$ cat src/rtl/imem_loadable.sv
// imem_loadable: run-time loadable instruction memory (DEPTH x IW) with registered fetch.
// Latency: fetch_req at edge N -> inst/inst_valid at N+1; back-to-back fetches give 1 word/cycle.
// Backpressure: ld_ready is high only in LOAD; ld_data is written on ld_valid && ld_ready.
// Ports: clk, rst_n (async active-low); fetch side pc/fetch_req -> inst/inst_valid;
//   load side ld_start/ld_base/ld_len, ld_valid/ld_data -> ld_ready, ld_done; status running, fetch_fault.
// Optional macro IMEM_FAULT_EN: builds the sticky fetch_fault flag (otherwise tied 0).
module imem_loadable #(
  parameter int            IW    = 9,
  parameter int            AW    = 8,
  parameter int            DEPTH = 256,
  parameter logic [IW-1:0] FILL  = {IW{1'b1}}
) (
  input  logic          clk,
  input  logic          rst_n,
  input  logic [AW-1:0] pc,
  input  logic          fetch_req,
  output logic [IW-1:0] inst,
  output logic          inst_valid,
  input  logic          ld_start,
  input  logic [AW-1:0] ld_base,
  input  logic [AW:0]   ld_len,
  input  logic          ld_valid,
  input  logic [IW-1:0] ld_data,
  output logic          ld_ready,
  output logic          ld_done,
  output logic          running,
  output logic          fetch_fault
);

  typedef enum logic [1:0] {S_IDLE, S_LOAD, S_RUN} state_t;

  // Depth at one bit wider than the address so DEPTH == 2**AW is representable.
  localparam logic [AW:0] DEPTH_W = (AW+1)'(DEPTH);

  state_t        state, state_nx;
  logic [AW-1:0] wptr;
  logic [AW:0]   remain;
  logic [IW-1:0] mem [DEPTH];
  logic [DEPTH-1:0] written;

  logic          ld_hs;
  logic          last_hs;
  logic          start_acc;
  logic          len_zero;
  logic [AW:0]   len_clamped;
  logic [AW:0]   base_mod;
  logic [AW-1:0] wptr_inc;
  logic          fetch_hit;

  assign ld_hs     = ld_valid && ld_ready;
  assign last_hs   = ld_hs && (remain == (AW+1)'(1));
  // ld_start is only honoured outside LOAD; a start during a load is dropped.
  assign start_acc = ld_start && (state != S_LOAD);
  assign len_zero  = (ld_len == '0);

  assign len_clamped = (ld_len > DEPTH_W) ? DEPTH_W : ld_len;
  assign base_mod    = {1'b0, ld_base} % DEPTH_W;
  assign wptr_inc    = ({1'b0, wptr} == DEPTH_W - (AW+1)'(1)) ? '0 : wptr + 1'b1;

  // Only RUN serves stored code; a fetch in IDLE or LOAD sees FILL.
  assign fetch_hit = (state == S_RUN) && ({1'b0, pc} < DEPTH_W) && written[pc];

  // ---------------- FSM: state register ----------------
  always_ff @(posedge clk or negedge rst_n) begin
    if (!rst_n) state <= S_IDLE;
    else        state <= state_nx;
  end

  // ---------------- FSM: next state ----------------
  always_comb begin
    state_nx = state;
    case (state)
      S_IDLE, S_RUN: if (ld_start) state_nx = len_zero ? S_RUN : S_LOAD;
      S_LOAD:        if (last_hs)  state_nx = S_RUN;
      default:       state_nx = S_IDLE;
    endcase
  end

  // ---------------- FSM: outputs ----------------
  always_comb begin
    ld_ready = 1'b0;
    running  = 1'b0;
    case (state)
      S_LOAD:  ld_ready = 1'b1;
      S_RUN:   running  = 1'b1;
      default: ;
    endcase
  end

  // ---------------- load pointer, written bits, pulses, fetch port ----------------
  always_ff @(posedge clk or negedge rst_n) begin
    if (!rst_n) begin
      wptr       <= '0;
      remain     <= '0;
      written    <= '0;
      ld_done    <= 1'b0;
      inst       <= FILL;
      inst_valid <= 1'b0;
    end else begin
      if (start_acc) begin
        wptr   <= base_mod[AW-1:0];
        remain <= len_clamped;
      end else if (ld_hs) begin
        written[wptr] <= 1'b1;
        wptr          <= wptr_inc;
        remain        <= remain - (AW+1)'(1);
      end
      // Zero-length load completes immediately, so it also pulses ld_done.
      ld_done    <= (start_acc && len_zero) || last_hs;
      inst_valid <= fetch_req;
      if (fetch_req) inst <= fetch_hit ? mem[pc] : FILL;
    end
  end

  // Storage array is not reset; the written bits mask stale contents.
  always_ff @(posedge clk) begin
    if (ld_hs) mem[wptr] <= ld_data;
  end

`ifdef IMEM_FAULT_EN
  logic fault_q;
  // A RUN-state miss sets the flag; if it coincides with an accepted reload the
  // set wins so that fault is not lost.
  always_ff @(posedge clk or negedge rst_n) begin
    if (!rst_n)                                       fault_q <= 1'b0;
    else if (fetch_req && state == S_RUN && !fetch_hit) fault_q <= 1'b1;
    else if (start_acc)                               fault_q <= 1'b0;
  end
  assign fetch_fault = fault_q;
`else
  assign fetch_fault = 1'b0;
`endif

endmodule

$ cat config.mk
export PLATFORM = sky130hd
export DESIGN_NAME = imem_loadable
export DESIGN_NICKNAME = d
export VERILOG_FILES = /design/src/rtl/imem_loadable.sv
export SDC_FILE = /design/constraint.sdc
export NUM_CORES = 2
export LEC_CHECK = 0
export CAP_MARGIN = 5
export CORE_MARGIN = 2
export CORE_UTILIZATION = 47
export DETAILED_ROUTE_END_ITERATION = 10
export PLACE_DENSITY_LB_ADDON = 0.05
export SYNTH_ARGS = -nofsm -noshare
export SYNTH_HDL_FRONTEND = slang
export SYNTH_SLANG_ARGS = --single-unit
$ cat constraint.sdc
create_clock -name clk -period 3.5 [get_ports clk]
set_input_delay 0.35 -clock clk [delete_from_list [all_inputs] [get_ports clk]]
set_output_delay 0.35 -clock clk [all_outputs]
set_load 0.005 [all_outputs]
After elaboration in Yosys (flattened, before gate mapping)
Memories as Yosys holds them, arrays and structs flattened.
Index checks and enable logic that the tools add are counted.
{"block": "classes", "add_sub_neg": 2, "magnitude_cmp": 4, "eq_ne": 7, "mux": 19, "n_bitwise": 2, "n_reduce_logical": 13}
{"cell": "256-bit bitwise OR", "n": 1}
{"cell": "9-bit two-way mux", "n": 4}
{"cell": "8-bit two-way mux", "n": 3}
{"cell": "8-bit by 9-bit < comparator with 1-bit output (second input constant)", "n": 2}
{"cell": "9-bit by 1-bit == test with 1-bit output (second input constant)", "n": 1}
{"cell": "9-bit > comparator (second input constant)", "n": 1}
{"cell": "9-bit logical NOT", "n": 1}
{"cell": "9-bit by 1-bit subtractor with 9-bit output (second input constant)", "n": 1}
{"cell": "8-bit by 1-bit adder with 8-bit output (second input constant)", "n": 1}
{"cell": "1-bit binary-select mux with 8-bit select", "n": 1}
{"cell": "1-bit demux with 8-bit select", "n": 1}
{"cell": "8-bit == test (second input constant)", "n": 1}
{"cell": "8-bit by 1-bit >= comparator with 1-bit output (second input constant)", "n": 1}
{"cell": "1-bit logical AND", "n": 6}
{"cell": "1-bit two-way mux", "n": 6}
{"cell": "2-bit two-way mux", "n": 3}
{"cell": "2-bit inequality test (second input constant)", "n": 2}
{"cell": "2-bit one-hot mux with 2 select lines", "n": 1}
{"cell": "2-bit AND reduction", "n": 2}
{"cell": "2-bit by 1-bit == test with 1-bit output (second input constant)", "n": 1}
{"cell": "2-bit == test (second input constant)", "n": 1}
{"cell": "2-bit logical NOT", "n": 1}
{"cell": "2-bit by 1-bit inequality test with 1-bit output (second input constant)", "n": 1}
{"cell": "2-bit nonzero test", "n": 1}
{"cell": "other kinds (3)", "n": 3}
{"block": "word_totals", "regBits": 286, "mem_bits_rw": 2304, "input_bits": 39, "out_inout_bits": 14, "elab_cells": 55, "mem_count": 1}
{"name": "mem", "depth": 256, "width": 9, "rd": 1, "rd_ports_with_merged_regs": 0, "write_ports": 1, "line_no": "38", "text": "logic [IW-1:0] mem [DEPTH];"}

Longest topological paths before layout
{"block": "depth", "ltp_word": 6, "ltp_mapped": 13, "ltp_nobuf": 7}

Least setup slack after synthesis
Ideal clock, no wire load.
{"block": "synth_path", "path_kind": "flip-flop to flip-flop", "from": "reg state[0]", "to": "mem mem[223][0], enable pin", "setup_time_ns": 0.375, "t_arrival_ns": 2.152, "t_required_ns": 3.125, "path_slack_ns": 0.973, "path_stages_with_launch": 9, "path_buffers": 4, "synth_period_minus_slack_ns": 2.527, "path_cell_list": "dfrtp_1 -> nor2b_1 -> clkbuf_1 -> and2_1 -> buf_2 -> buf_2 -> nand4_1 -> clkbuf_1 -> nor2_1"}
{"block": "synth_via", "elab_chain_cells": 5}
{"item": "from (decl)", "line_no": "35", "text": "state_t state, state_nx;"}
{"item": "from (signal assigned)", "line_no": "66", "text": "else state <= state_nx;"}
{"item": "2-bit by 1-bit == test with 1-bit output", "line_no": "83", "text": "case (state)"}
{"item": "1-bit two-way mux", "line_no": "83"}
{"item": "via ld_ready", "line_no": "24", "text": "output logic ld_ready,"}
{"item": "1-bit logical AND", "line_no": "50", "text": "assign ld_hs = ld_valid && ld_ready;"}
{"item": "1-bit two-way mux", "line_no": "117", "text": "if (ld_hs) mem[wptr] <= ld_data;"}
{"item": "1-bit two-way mux (not written as such)", "line_no": "117"}
{"item": "to (decl)", "line_no": "38"}
The timed path passes the listed nets, and every way through them passes these cells.

Worst setup path after layout
{"block": "layout_path", "from": "reg state[0]", "to": "mem mem[225][5], enable pin"}
{"block": "layout_via", "elab_chain_cells": 5}
{"item": "2-bit by 1-bit == test with 1-bit output", "line_no": "83"}
{"item": "1-bit two-way mux", "line_no": "83"}
{"item": "1-bit logical AND", "line_no": "50"}
{"item": "1-bit two-way mux", "line_no": "117"}
{"item": "1-bit two-way mux (not written as such)", "line_no": "117"}
Every way passes these cells.

==> flow_summary_export.csv <==
group,metric,value,unit
status,outcome,"finished, final reports clean",
worst_setup_path,critPathLaunch,"state[0]$_DFFE_PN0P_",
logic_synthesis,ys_seq_area_share,76.0,%
logic_synthesis,synth_compound_area_share,3.05,%
worst_setup_path,cp.arrival,3.55,ns
sta,worst_pin_slew,1.11,ns
floorplan,pin_count,53,
logic_synthesis,netlist_instances,4906,
sta,relSlewSlack,25.1,%
drt,wl_per_cell,34.5,µm
floorplan,fp-row-count,169,
layout,design_area,118000,µm²
sta,fmax,0.342,GHz
worst_hold_path,worst_hold_path_type,"input port to flop",
logic_synthesis,syn_area_per_cell,20.5,µm²
logic_synthesis,synthXorXnorAreaFrac,0.0610,%
drt,drt_iter0_markers,6569,
pwr,power_frac_seq,50.1,%
sta,setup_slack,0.574,ns
logic_synthesis,mappedNetlistNets,4951,
worst_setup_path,crit_type,"flop to flop",
worst_setup_path,cp-endpoint,"mem[225][5]$_DFFE_PP_",
worst_setup_path,crit_top_cell,"buf_4",
global_routing,first_global_vias,53200,
logic_synthesis,synth_seq_cells,2590,
worst_setup_path,endpoint_kind,"flop",
logic_synthesis,synthMuxAreaShare,14.9,%
sta,finClkSkew,0.0566,ns
sta,hold_ws,0.00477,ns
worst_setup_path,crit_path_start_kind,"flop",
logic_synthesis,ys_warn_count,0,
layout,num-nets-final,5723,
sta,period_minus_slack,2.93,ns
clocking,cts_resized,0,
clocking,clkLatencyLatePin,0.95,ns
logic_synthesis,netlist_area,101000,µm²
pwr,comb_power_share,9.6,%
logic_synthesis,synth_top_family_by_area,"multiplexers",
clocking,numCtsBuffers,291,
sta,hold_viol_final,0,
clocking,htreeDepth,5,
clocking,cts_hold_buf,10,
clocking,clock_path_buffers,4,
floorplan,die_y,466,µm
layout,area_growth_syn_to_layout,17.6,%
global_routing,antenna_found_initial,23,
logic_synthesis,synthAdderAreaFrac,0.0747,%
floorplan,fp.dieW,466,µm
pwr,power_density,604,nW/µm²
layout,fin_util,55.7,%
drt,ant_nets,0,
worst_setup_path,cp_max_fo,12,
placement,hpwl,195000,µm
pwr,p_sw_share,23.5,%
worst_setup_path,crit_family,"simple AND/OR/NAND/NOR gates",
pwr,p_int,54.6,mW
worst_setup_path,timing.rr.start,"state[0]$_DFFE_PN0P_",
pwr,power.switching,16.8,mW
clocking,clk_pin_slew,0.06,ns
placement,placed_cell_area,109000,µm²
flow_run,drv_cap,0,
worst_setup_path,cpMaxStageDelayCell,"nand3_2",
worst_setup_path,regToRegSetupSlack,0.57,ns
drt,drt-pass1-iter-count,5,
logic_synthesis,yosysUniqueCellTypes,79,
global_routing,grt.total_usage,27.8,%
worst_setup_path,r2r_end,"mem[225][5]$_DFFE_PP_",
drt,drc_errors,0,
pwr,max-vdd-ir-drop,0.574,mV
clocking,cts_setup_buffers,0,
global_routing,overflow,0,
logic_synthesis,synthFlopType,"edfxtp_1",
sta,finalSetupViolCount,0,
global_routing,grt_pass1_wl,421000,µm
worst_setup_path,cp_cell_sequence,"nor2b_1 -> and2_1 -> nand3_2 -> buf_4 -> nor2_1 -> buf_4",
clocking,cts-root-buf,"clkbuf_16",
logic_synthesis,async_flop_share,11.0,%
floorplan,die_area,218000,µm²
sta,timing.final.max_slew_violations,0,
worst_setup_path,critPathMaxStageDelay,0.68,ns
pwr,power,71.4,mW
worst_setup_path,cp.depth,6,
worst_setup_path,cp_num_buf_inv,2,
logic_synthesis,synthSimpleGateAreaFrac,4.26,%
floorplan,core,212000,µm²
worst_setup_path,critPathRequiredTime,4.13,ns
logic_synthesis,synth_edf_count,2304,
drt,vias,53200,
placement,port_buffers,51,
layout,drive_gt1_share,34.5,%
sta,rsz0062_at_grt,"no",
placement,gp_congestion,0.869,
drt,drt-total-wl,300000,µm
pwr,clkPwrFrac,40.4,%
global_routing,grt_start_max_net_pins,131,
placement,preCtsSetupSlack,-0.151,ns
clocking,clock_sinks,2590,
worst_setup_path,reg2regPathDepth,6,
drt,via_per_inst,6.11,
sta,period_share,83.6,%
pwr,power_leakage,40.6,nW
clocking,cts_tree,"done",
floorplan,start_util,47.3,%
-- routing by layer --
layer  GRT usage (%)  vias up  wire length [µm]
met1            41.2    28900            129000
met5               0        -                27
met2            42.6     2226            140000
li1                -    21600                 -
met4            7.56        4              7620
met3            5.26      389             23300
-- cell usage in the layout (no fill, tap or decap), drive strengths merged, types with 15 or more instances in the layout --
cell type	netlist	layout
clkdlybuf4s50	0	35
or4	18	18
nor2b	28	28
dfrtp	277	277
nor3	37	37
o22ai	52	52
clkbuf	105	407
mux4	620	620
or2	262	262
a21oi	105	105
a221oi	20	20
nor2	327	327
buf	173	709
edfxtp	2304	2304
a22oi	133	133
mux2	16	16
nand3	38	38
mux2i	87	87
nand2	65	65
a22o	19	19
o21ai	35	35
o211ai	15	15
clkinv	1	70
nand2b	16	16
-- final cells by class --
type                       count  area (µm²)
inverter                       8        30.0
tap                         2821        3530
sequential                  2590       76400
timing repair buffer         757        6870
multi-input combinational   2030       22600
fill                       16400       94100
clock buffer                 404        8040
antenna                        3        7.51
clock inverter                94         767
-- worst register-to-register path, stage by stage, from the launching register on --
cell	delay, ns
dfrtp_1	0.38
nor2b_1	0.17
and2_1	0.50
nand3_2	0.68
buf_4	0.48
nor2_1	0.17
buf_4	0.24
-- logic make-up (layout without fill, tap and decap cells) --
logic type / count (synthesis) / count (layout)
buf+inv: 286 / 1263
mux: 723 / 723
other cells: 1 / 4
xor+xnor: 7 / 7
fa+ha+maj: 6 / 6
flops: 2590 / 2590
simple gates: 846 / 846
compound gates: 447 / 447
-- Yosys cell counts, types with 4 or more instances --
cell	number	share of area, %
a2111oi_0	10	0.087
a211oi_1	13	0.097
a21oi_1	105	0.52
a221o_1	4	0.040
a221oi_1	18	0.16
a22o_1	19	0.17
a22oi_1	133	0.99
a31oi_1	6	0.037
and2_1	8	0.050
buf_1	16	0.060
buf_2	77	0.38
buf_4	43	0.32
buf_6	32	0.36
clkbuf_1	104	0.39
dfrtp_1	277	6.9
dfstp_2	9	0.24
edfxtp_1	2304	69
ha_1	6	0.075
inv_1	6	0.022
mux2_2	15	0.17
mux2i_1	87	0.87
mux4_2	620	14
nand2_1	65	0.24
nand2b_1	16	0.10
nand3_1	38	0.19
nand3b_1	5	0.037
nand4_1	14	0.087
nor2_1	326	1.2
nor2b_1	28	0.17
nor3_1	37	0.18
nor4_1	10	0.062
o211ai_1	15	0.11
o21ai_0	31	0.15
o21ai_1	4	0.020
o221ai_1	5	0.044
o22ai_1	52	0.32
o31ai_1	4	0.030
or2_2	262	1.6
or4_1	18	0.13
xor2_1	4	0.035
-- power by group through the flow --
stage	clock network (mW)	registers (mW)	logic [mW]
global route	30.5	35.9	7.17
global placement	0	36.3	6.76
floorplan	0	36.0	3.57
finish	28.8	35.7	6.82
CTS	29.3	35.7	6.86
detailed placement	0	36.3	6.83
-- through the flow --
step | std cells | TNS (ns)
after detailed placement | 8196 | -1.04
after global routing | 8705 | 0
final | 8707 | 0
after floorplan | 4906 | 0
after global placement | 8196 | -0.757
after CTS | 8704 | 0
-- state kept, by name, indices dropped and copies added (netlist names) --
name	count
inst	9
inst_valid	1
ld_done	1
mem	2304
remain	9
state	2
wptr	8
written	256
-- worst min-delay path by stage --
stage                             start                        to  slack, ns  depth (start not counted)
2_1_floorplan                     rst_n      inst_valid$_DFF_PN0_       0.05                          0
3_3_place_gp   written[149]$_DFFE_PN0P_  written[149]$_DFFE_PN0P_       0.44                          1
3_5_place_dp    written[68]$_DFFE_PN0P_   written[68]$_DFFE_PN0P_       0.45                          1
4_1_cts                      ld_data[0]     mem[195][0]$_DFFE_PP_      0.002                          1
5_1_grt                      ld_data[0]     mem[199][0]$_DFFE_PP_    -0.0006                          1
6_report                     ld_data[3]      mem[65][3]$_DFFE_PP_      0.005                          1
(Power assumes the default switching activity.)
